File: src/rtl/cpu.sv
// Accumulator CPU: 8-phase instruction cycle over a unified 32x8 memory (instance mem1).
// Define CPU_DBG_PORTS_EN to expose dbg_acc, dbg_ir and dbg_phase.

module cpu_mem #(
  parameter int unsigned DWIDTH = 8,
  parameter int unsigned AWIDTH = 5
) (
  input  logic              clock,
  input  logic              we,
  input  logic [AWIDTH-1:0] addr,
  input  logic [DWIDTH-1:0] wdata,
  output logic [DWIDTH-1:0] rdata
);

  logic [DWIDTH-1:0] memory [0:(2**AWIDTH)-1];

  assign rdata = memory[addr];

  always_ff @(posedge clock) begin
    if (we) memory[addr] <= wdata;
  end

endmodule

module cpu #(
  parameter int unsigned DWIDTH = 8,
  parameter int unsigned AWIDTH = 5
) (
  input  logic              clock,
  input  logic              reset_req,
  output logic              halt,
  output logic [AWIDTH-1:0] pc_addr,
  output logic [2:0]        opcode
`ifdef CPU_DBG_PORTS_EN
  ,
  output logic [DWIDTH-1:0] dbg_acc,
  output logic [DWIDTH-1:0] dbg_ir,
  output logic [2:0]        dbg_phase
`endif
);

  if (DWIDTH != AWIDTH + 3) begin : g_width_check
    $error("cpu: DWIDTH must equal AWIDTH+3");
  end

  typedef enum logic [2:0] {
    INST_ADDR, INST_FETCH, INST_LOAD, IDLE, OP_ADDR, OP_FETCH, ALU_OP, STORE
  } phase_t;

  typedef enum logic [2:0] {
    OP_HLT, OP_SKZ, OP_ADD, OP_AND, OP_XOR, OP_LDA, OP_STO, OP_JMP
  } op_t;

  phase_t            phase, phase_next;
  logic [AWIDTH-1:0] pc, pc_next;
  logic [DWIDTH-1:0] acc, acc_next;
  logic [DWIDTH-1:0] ir, ir_next;
  logic              halt_q, halt_next;
  logic              mem_we;
  logic [AWIDTH-1:0] mem_addr;
  logic [DWIDTH-1:0] mem_rdata;
  logic [AWIDTH-1:0] ir_addr;
  op_t               op;

  assign ir_addr = ir[AWIDTH-1:0];
  assign op      = op_t'(ir[DWIDTH-1:AWIDTH]);
  // Instruction half of the cycle addresses via PC, operand half via IR.
  assign mem_addr = (phase < OP_ADDR) ? pc : ir_addr;

  cpu_mem #(.DWIDTH(DWIDTH), .AWIDTH(AWIDTH)) mem1 (
    .clock (clock),
    .we    (mem_we),
    .addr  (mem_addr),
    .wdata (acc),
    .rdata (mem_rdata)
  );

  always_ff @(posedge clock or posedge reset_req) begin
    if (reset_req) begin
      phase  <= INST_ADDR;
      pc     <= '0;
      acc    <= '0;
      ir     <= '0;
      halt_q <= 1'b0;
    end else begin
      phase  <= phase_next;
      pc     <= pc_next;
      acc    <= acc_next;
      ir     <= ir_next;
      halt_q <= halt_next;
    end
  end

  always_comb begin
    phase_next = phase;
    pc_next    = pc;
    acc_next   = acc;
    ir_next    = ir;
    halt_next  = halt_q;
    mem_we     = 1'b0;
    if (!halt_q) begin
      unique case (phase)
        INST_ADDR:  phase_next = INST_FETCH;
        INST_FETCH: phase_next = INST_LOAD;
        INST_LOAD: begin
          phase_next = IDLE;
          ir_next    = mem_rdata;
        end
        IDLE:       phase_next = OP_ADDR;
        OP_ADDR: begin
          phase_next = OP_FETCH;
          if (op == OP_HLT) halt_next = 1'b1;
          else              pc_next   = pc + AWIDTH'(1);
        end
        OP_FETCH:   phase_next = ALU_OP;
        ALU_OP: begin
          phase_next = STORE;
          if (op == OP_SKZ && acc == '0) pc_next = pc + AWIDTH'(1);
          if (op == OP_JMP)              pc_next = ir_addr;
        end
        STORE: begin
          phase_next = INST_ADDR;
          unique case (op)
            OP_ADD:  acc_next = acc + mem_rdata;
            OP_AND:  acc_next = acc & mem_rdata;
            OP_XOR:  acc_next = acc ^ mem_rdata;
            OP_LDA:  acc_next = mem_rdata;
            OP_STO:  mem_we   = 1'b1;
            default: acc_next = acc;
          endcase
        end
        default:    phase_next = INST_ADDR;
      endcase
    end
  end

  assign halt    = halt_q;
  assign pc_addr = pc;
  assign opcode  = ir[DWIDTH-1:AWIDTH];

`ifdef CPU_DBG_PORTS_EN
  assign dbg_acc   = acc;
  assign dbg_ir    = ir;
  assign dbg_phase = phase;
`endif

endmodule

File: config.mk
export PLATFORM = sky130hd
export DESIGN_NAME = cpu
export DESIGN_NICKNAME = d
export VERILOG_FILES = /design/src/rtl/cpu.sv
export SDC_FILE = /design/constraint.sdc
export NUM_CORES = 1
export LEC_CHECK = 0
export CORE_MARGIN = 4
export CORE_UTILIZATION = 45
export CTS_BUF_LIST = sky130_fd_sc_hd__clkbuf_16
export DETAILED_ROUTE_END_ITERATION = 10
export GPL_ROUTABILITY_DRIVEN = 0
export GPL_TIMING_DRIVEN = 0
export PLACE_DENSITY = 0.68
export SLEW_MARGIN = 20
export SYNTH_ARGS = -nofsm -noshare
export SYNTH_HDL_FRONTEND = slang
export SYNTH_SLANG_ARGS = --single-unit
export TNS_END_PERCENT = 50
File: constraint.sdc
create_clock -name clock -period 3.8 [get_ports clock]
set_input_delay 1.14 -clock clock [delete_from_list [all_inputs] [get_ports clock]]
set_output_delay 1.14 -clock clock [all_outputs]
set_load 0.03 [all_outputs]
==> metrics <==
synthesized area per cell around 13 um2; Final Skew roughly 16 ps; CP Data Arrival Time 4340 ps; Remaining DRCs 0; ant diodes 0; WHS Endpoint phase[1]; dpl ws -930 ps; clock tree buffer depth 3; yosys warns 0; Async SR Flop Fraction 0.0890; Hold Path Origin phase[1]; Final Max Tran Viols 0; initial antenna violation count 1; fillcell total roughly 2,100; FP Rows 60; CTS tree built; Cells after Synth around 940; largest net degree at the start of global routing 37; layout cell share with drive strength beyond 1 0.273; failing checks setup timing; first-pass GRT wire length roughly 58 mm; Worst path most repeated cell buf_8; Post-DP HPWL around 25 mm; DRT iter0 DRCs ~1,400; area added between synthesis and finish 25.1%; Die Ht 175 um; PortBufs 10; post-layout util 0.576; Slowest-stage cell, CP a222oi_1; final setup margin -85.8 ps; ys flop type edfxtp_1; Routed Antenna Nets 0; # IOs 11; CP Launch Type register; Setup crit start phase[2]; placed insts around 1,300; die area between 30,000 and 40,000 um2; CP endpoint kind register; core area between 20,000 and 30,000 um2; Post-Route WL approximately 40 mm; H-tree depth 1; Synth top area share 0.616; power density over the cells between 400 and 500 nW/um2; EDFF count, synth 256; Finished Layout Cells between 1,000 and 1,500; synthesized flop and latch total 281; number of buffers created by CTS 30; Hold Fails Final Rpt 0; r2r setup slk -90 ps; Peak Freq ~0.26 GHz; vias 9,305; Initial Util 0.461; Synth area leader edfxtp_1; final setup violation count 1; nets 1,057; drt first pass iters 6; Yosys cell types between 60 and 70; sequential-to-total area share from yosys stat 0.666; root buffer cell clkbuf_16; worst setup path class reg -> reg; synthesized cell area between 10,000 and 15,000 um2; MaxCap Viol Count 0; Worst Path Max Fanout 10; Via density around 6.5; CTS sink cnt ~280; period utilization 1.02; Worst-Skew Late Latency between 500 and 600 ps; syn_nets 954; Slew headroom 0.330; status finished with violations; Clock transition at path regs 60 ps; Routed WL per cell roughly 28 um; Hold Crit Class reg -> reg; Die W roughly 170 um; Max VDD drop between 0.3 and 0.4 mV; gr usage total 0.253; RSZ-0062 raised after global routing yes; CP top delay family compound AO/OA/AOI/OAI gates; Slew @ Worst Pin ~1000 ps; GRT overflow 0; WP data required between 4000 and 5000 ps; Leak between 5 and 6 nW; Reg2Reg Launch Point phase[2]; dominant cells by area after synthesis edfxtp_1 62%, dfrtp_1 5.0%, nand2_1 4.6%; crit path time final between 3000 and 4000 ps; Hold Path Cell Cnt 1; cell chain of the critical path buf_8 > buf_8 > nand3b_1 > nand2_4 > buf_4 > a222oi_1 > o21ai_0 > a2111oi_4 > ha_1 > nor2b_1 > o221ai_1 > a21oi_1 > a221o_1; FF-to-FF path depth 13; Buffers & Inverters on Critical Path 3; Slowest Stage Delay on Critical Path 560 ps; number of global-route vias before repair between 8,000 and 9,000; worst reg2reg endpoint acc[7]
power breakdown:
group	switching, mW	internal (mW)
registers	0	3.32
clock network	1.22	1.71
logic	0.00608	0.00383
total	1.23	5.03
cells in the mapped netlist, drive strengths merged, types with 10 or more instances:
| cell type | instances |
|---|---|
| a21oi | 19 |
| a221oi | 10 |
| a31oi | 11 |
| a32oi | 22 |
| buf | 38 |
| clkbuf | 24 |
| dfrtp | 25 |
| edfxtp | 256 |
| ha | 13 |
| inv | 14 |
| mux2 | 24 |
| mux2i | 57 |
| nand2 | 152 |
| nand3 | 25 |
| nand4 | 33 |
| nor2 | 54 |
| nor3 | 13 |
| o21ai | 19 |
| o32ai | 12 |
cell usage in the layout, fill, tap and decap left out, types with 5 or more instances in the layout:
master / n
edfxtp_1: 256
nand2_1: 149
buf_4: 67
nor2_1: 50
mux2i_1: 48
nand4_1: 33
clkbuf_16: 31
nand3_1: 24
mux2_2: 20
inv_1: 19
buf_6: 15
a21oi_1: 13
a32oi_1: 13
o21ai_0: 13
dfrtp_2: 13
dfrtp_1: 12
clkbuf_1: 11
nor3_2: 10
ha_1: 10
clkdlybuf4s50_1: 10
a32oi_2: 9
buf_12: 8
buf_8: 7
nor2b_1: 7
clkinv_1: 7
o22a_1: 6
o32ai_4: 6
nand2b_1: 6
a21o_1: 6
clkinv_2: 6
a221oi_1: 5
clkbuf_4: 5
mux2i_2: 5
what timing repair did:
item	4_1_cts	5_1_grt
hold endpoints to repair	0	0
setup endpoints to repair	8	6
cloned	1	1
hold buffers	0	0
resized for setup	154	58
buffers inserted	35	23
pin swaps	26	42
through the flow:
step | area, um2 | hold slack [ps] | power [mW] | setup TNS (ps)
2_1_floorplan | 12500 | 533 | 3.39 | 0
3_3_place_gp | 13100 | 557 | 3.40 | -8290
3_5_place_dp | 13100 | 569 | 3.40 | -5080
4_1_cts | 15100 | 585 | 6.26 | -55.2
5_1_grt | 15600 | 605 | 6.39 | -393
6_report | 15600 | 575 | 6.26 | -85.8
metal layers:
metal	vias to the layer above	wire [um]	global-route usage
met5	-	0	0
met4	0	2520	0.108
met3	171	5530	0.0818
met2	763	17300	0.382
met1	4522	14800	0.340
li1	3849	-	-
cell type report:
class | count | area (um2) | share of cell area
well taps | 372 | 465 | 0.0298
inverters | 14 | 52.6 | 0.00336
multi-input cells | 581 | 4540 | 0.290
clock buffers | 30 | 751 | 0.0481
plain buffers | 58 | 571 | 0.0365
repair buffers | 75 | 683 | 0.0437
clock inverters | 24 | 234 | 0.0150
flip-flops and latches | 281 | 8330 | 0.533
worst max path at each step:
stage | end | slack, ps | cells after the start
after floorplan | acc[6] | 70 | 16
after global placement | acc[7] | -1140 | 13
after detailed placement | acc[6] | -930 | 15
after CTS | acc[7] | -30 | 15
after global routing | acc[6] | -120 | 17
final | acc[7] | -90 | 13
flip-flops by register name (all words and copies together), names as in the netlist:
name and flops:
mem1.memory 256, pc_addr 5, acc 8, ir 8
halt 1, phase 3
kinds of logic after synthesis:
group,Yosys count,share of synthesized area
flops,281,0.666
fa+ha+maj,14,0.0146
mux,81,0.0685
compound gates,168,0.103
xor+xnor,2,0.00140
simple gates,316,0.116
buf+inv,76,0.0307
worst reg2reg max path, cell delays in order, from the launching register on:
cell and delay, ps:
dfrtp_2 440, buf_8 160, buf_8 180, nand3b_1 280, nand2_4 140, buf_4 200
a222oi_1 560, o21ai_0 280, a2111oi_4 480, ha_1 360, nor2b_1 150, o221ai_1 200
a21oi_1 70, a221o_1 260
(Power assumes the default switching activity.)
==> RTL change: new RTL, same flow settings <==
Reset style: synchronous (`reset_req`), changed in one clocked block.
--- a/src/rtl/cpu.sv
+++ b/src/rtl/cpu.sv
@@ -75,7 +75,7 @@
     .rdata (mem_rdata)
   );
 
-  always_ff @(posedge clock or posedge reset_req) begin
+  always_ff @(posedge clock) begin
     if (reset_req) begin
       phase  <= INST_ADDR;
       pc     <= '0;
Behaviour: differs if reset_req is asserted again (counterexample within 10 cycles, from zero or initial values and one cycle with reset_req high); with reset_req held inactive, the same outputs for 10 cycles.
==> RTL change against the original RTL <==
The run still ends with negative setup slack left; clock skew decreased by 0.0045 ns; critical path depth down 7; utilization fell by 3.5 points; cell count down 9.9%; worst setup slack gained 0.0024 ns; highest routed layer unchanged; design area down 6.6%; wire length decreased by 17%; first-iteration DRC count down 35%; area after synthesis shrank 1.0%; sequential cell count stayed put.
Power is not compared: it rests on default switching activity, and its combinational part moved more than twofold at a synthesized area within 25%.
==> RTL change: results (changes against the original RTL) <==
| Metric | This run | Change |
|---|---|---|
| Met3 routing resource usage after global routing | 4.80% | was 8.18% |
| Number of filler instances in the final layout | 2107 | was 2102 |
| Multiplexer share of the synthesized area | 7.96% | was 6.85% |
| Top cells by area, synth | edfxtp_1, mux4_2, dfxtp_1 | was edfxtp_1, dfrtp_1, nand2_1 |
| Synthesized area per cell | 14.3 sq um | was 13.3 sq um |
| Final routed wire length divided by cell count | 25.9 um | was 28.0 um |
| Commonest cells post-synth | edfxtp_1, nand2_1, nor2_1 | was edfxtp_1, nand2_1, mux2i_1 |
| Worst-case setup margin in the final layout | -0.0834 ns | was -0.0858 ns |
| Setup slack at placement | -0.950 ns | was -0.930 ns |
| Pin slew with the least headroom to its limit | 1.01 ns | was 1.00 ns |
| Root cell of the clock tree | clkbuf_16 | unchanged |
| Area fraction in compound gates after synthesis | 9.65% | was 10.3% |
| Synthesized-area fraction occupied by adder cells | 1.48% | was 1.46% |
| Number of distinct library cell variants in the gate-level netlist after synthesis | 77 | was 68 |
| DPL Wire Length | 21.6 mm | was 24.8 mm |
| Maximum number of pins on one net before global-route repair | 37 | unchanged |
| Placed cell count | 1217 | was 1324 |
| Total CTS buffers | 28 | was 30 |
| Insertion delay of the later-clocked pin in the worst-skew pair | 0.55 ns | was 0.58 ns |
| Number of synthesized flops with an enable pin | 256 | unchanged |
| Via/cell ratio | 6.30 | was 6.48 |
| Largest registers | mem1.memory x256, acc x8, ir x8 | unchanged |
| Grt met2 use | 33.7% | was 38.2% |
| Crit-path max cell delay | 0.94 ns | was 0.56 ns |
| Routed wire length | 33.5 mm | was 40.2 mm |
| Number of antenna violations at the first check in global routing | 0 | was 1 |
| Number of endpoints failing setup at the final stage | 28 | was 1 |
| GR met1 Demand/Resource | 29.8% | was 34.0% |
| Placed cell area | 12900 sq um | was 13100 sq um |
| Clock slew at reported path FFs | 0.06 ns | about the same |
| Worst min path class | flop to flop | unchanged |
| Aggregate global-route resource usage | 21.5% | was 25.3% |
| First drt pass iteration count | 6 | unchanged |
| Run status | complete, but fails checks | unchanged |
| Slowest library cell on the worst path | nor2b_1 | was a222oi_1 |
| Xor and xnor fraction of the mapped netlist area | 0.213% | was 0.140% |
| Buffers added on ports | 10 | unchanged |
| # diodes | 0 | unchanged |
| Sequential element share of the synthesized area | 66.3% | was 66.6% |
| Post-Route Skew | 0.0117 ns | was 0.0162 ns |
| Wire length of the first global-routing pass | 49.0 mm | was 57.7 mm |
| Share of cells above drive strength 1 | 23.0% | was 27.3% |
| Data arrival time at the worst-slack endpoint | 4.04 ns | was 4.34 ns |
| Post-Synthesis Net Count | 881 | was 954 |
| Post-synthesis async set-or-reset flop share | 0% | was 8.90% |
| Synthesis-to-finish area growth | 18.1% | was 25.1% |
| Number of design-rule violations left by the first detailed-router iteration | 926 | was 1433 |
| Number of buffers between clock root and the deepest sink | 3 | unchanged |
| Failing checks | negative setup slack | unchanged |
| Final-stage net count | 948 | was 1057 |
| Number of global-route vias before repair | 7668 | was 8710 |
| Yosys synthesis warning count | 0 | unchanged |
-- RTL change: routing by layer --
layer,share of wire (%),wire length [um],vias up
met2,46,15600,414
met5,0,0,-
met1,40,13500,4136
met4,4.1,1360,0
met3,9.1,3060,76
li1,-,-,3525
-- RTL change: worst paths after layout --
| kind | from | end | slack [ns] | depth (start not counted) |
|---|---|---|---|---|
| setup / recovery | ir[7] | mem1.memory[24][7] | -0.08 | 6 |
| hold / removal | phase[0] | phase[0] | 0.56 | 2 |
| setup reg to reg | ir[7] | mem1.memory[24][7] | -0.08 | 6 |
| hold reg to reg | phase[0] | phase[0] | 0.56 | 2 |
-- RTL change: cell type report --
cell class | instances | area share, %
buffer | 46 | 3.03
clock buffer | 28 | 4.80
clock inverter | 22 | 0.866
inverter | 21 | 0.540
multi-input combinational | 510 | 28.5
sequential | 281 | 56.2
tap | 341 | 2.92
timing repair buffer | 44 | 3.07
-- RTL change: critical path: cells and delay by family, from the launching register on --
family        cells  cell delay [ns]
flops             1             0.34
buf+inv           2             0.81
simple gates      4             2.33
-- RTL change: kinds of logic after synthesis --
group,after synthesis
adder cells (fa/ha/maj),14
AND/OR/NAND/NOR,265
multiplexers,66
AO/OA/AOI/OAI,162
flip-flops,281
buffers and inverters,74
XOR/XNOR,3
-- RTL change: power by group --
part / switching, mW / total [mW] / leakage, nW / internal (mW)
Combinational: 0.917 / 1.63 / 1.79 / 0.716
Clock: 1.12 / 2.51 / 0.444 / 1.40
Sequential: 0.0670 / 3.44 / 2.39 / 3.37
-- RTL change: timing repair --
action	in CTS	in global routing
setup endpoints to repair	8	50
hold buffers	0	0
setup buffers	16	15
pin swaps	9	21
cloned	0	2
gates resized for setup	75	52
-- RTL change: stage by stage --
step           hold WS (ns)  setup TNS, ns
2_1_floorplan         0.512              0
3_3_place_gp          0.534          -5.60
3_5_place_dp          0.547          -6.30
4_1_cts               0.562              0
5_1_grt               0.597          -3.94
6_report              0.561          -1.00
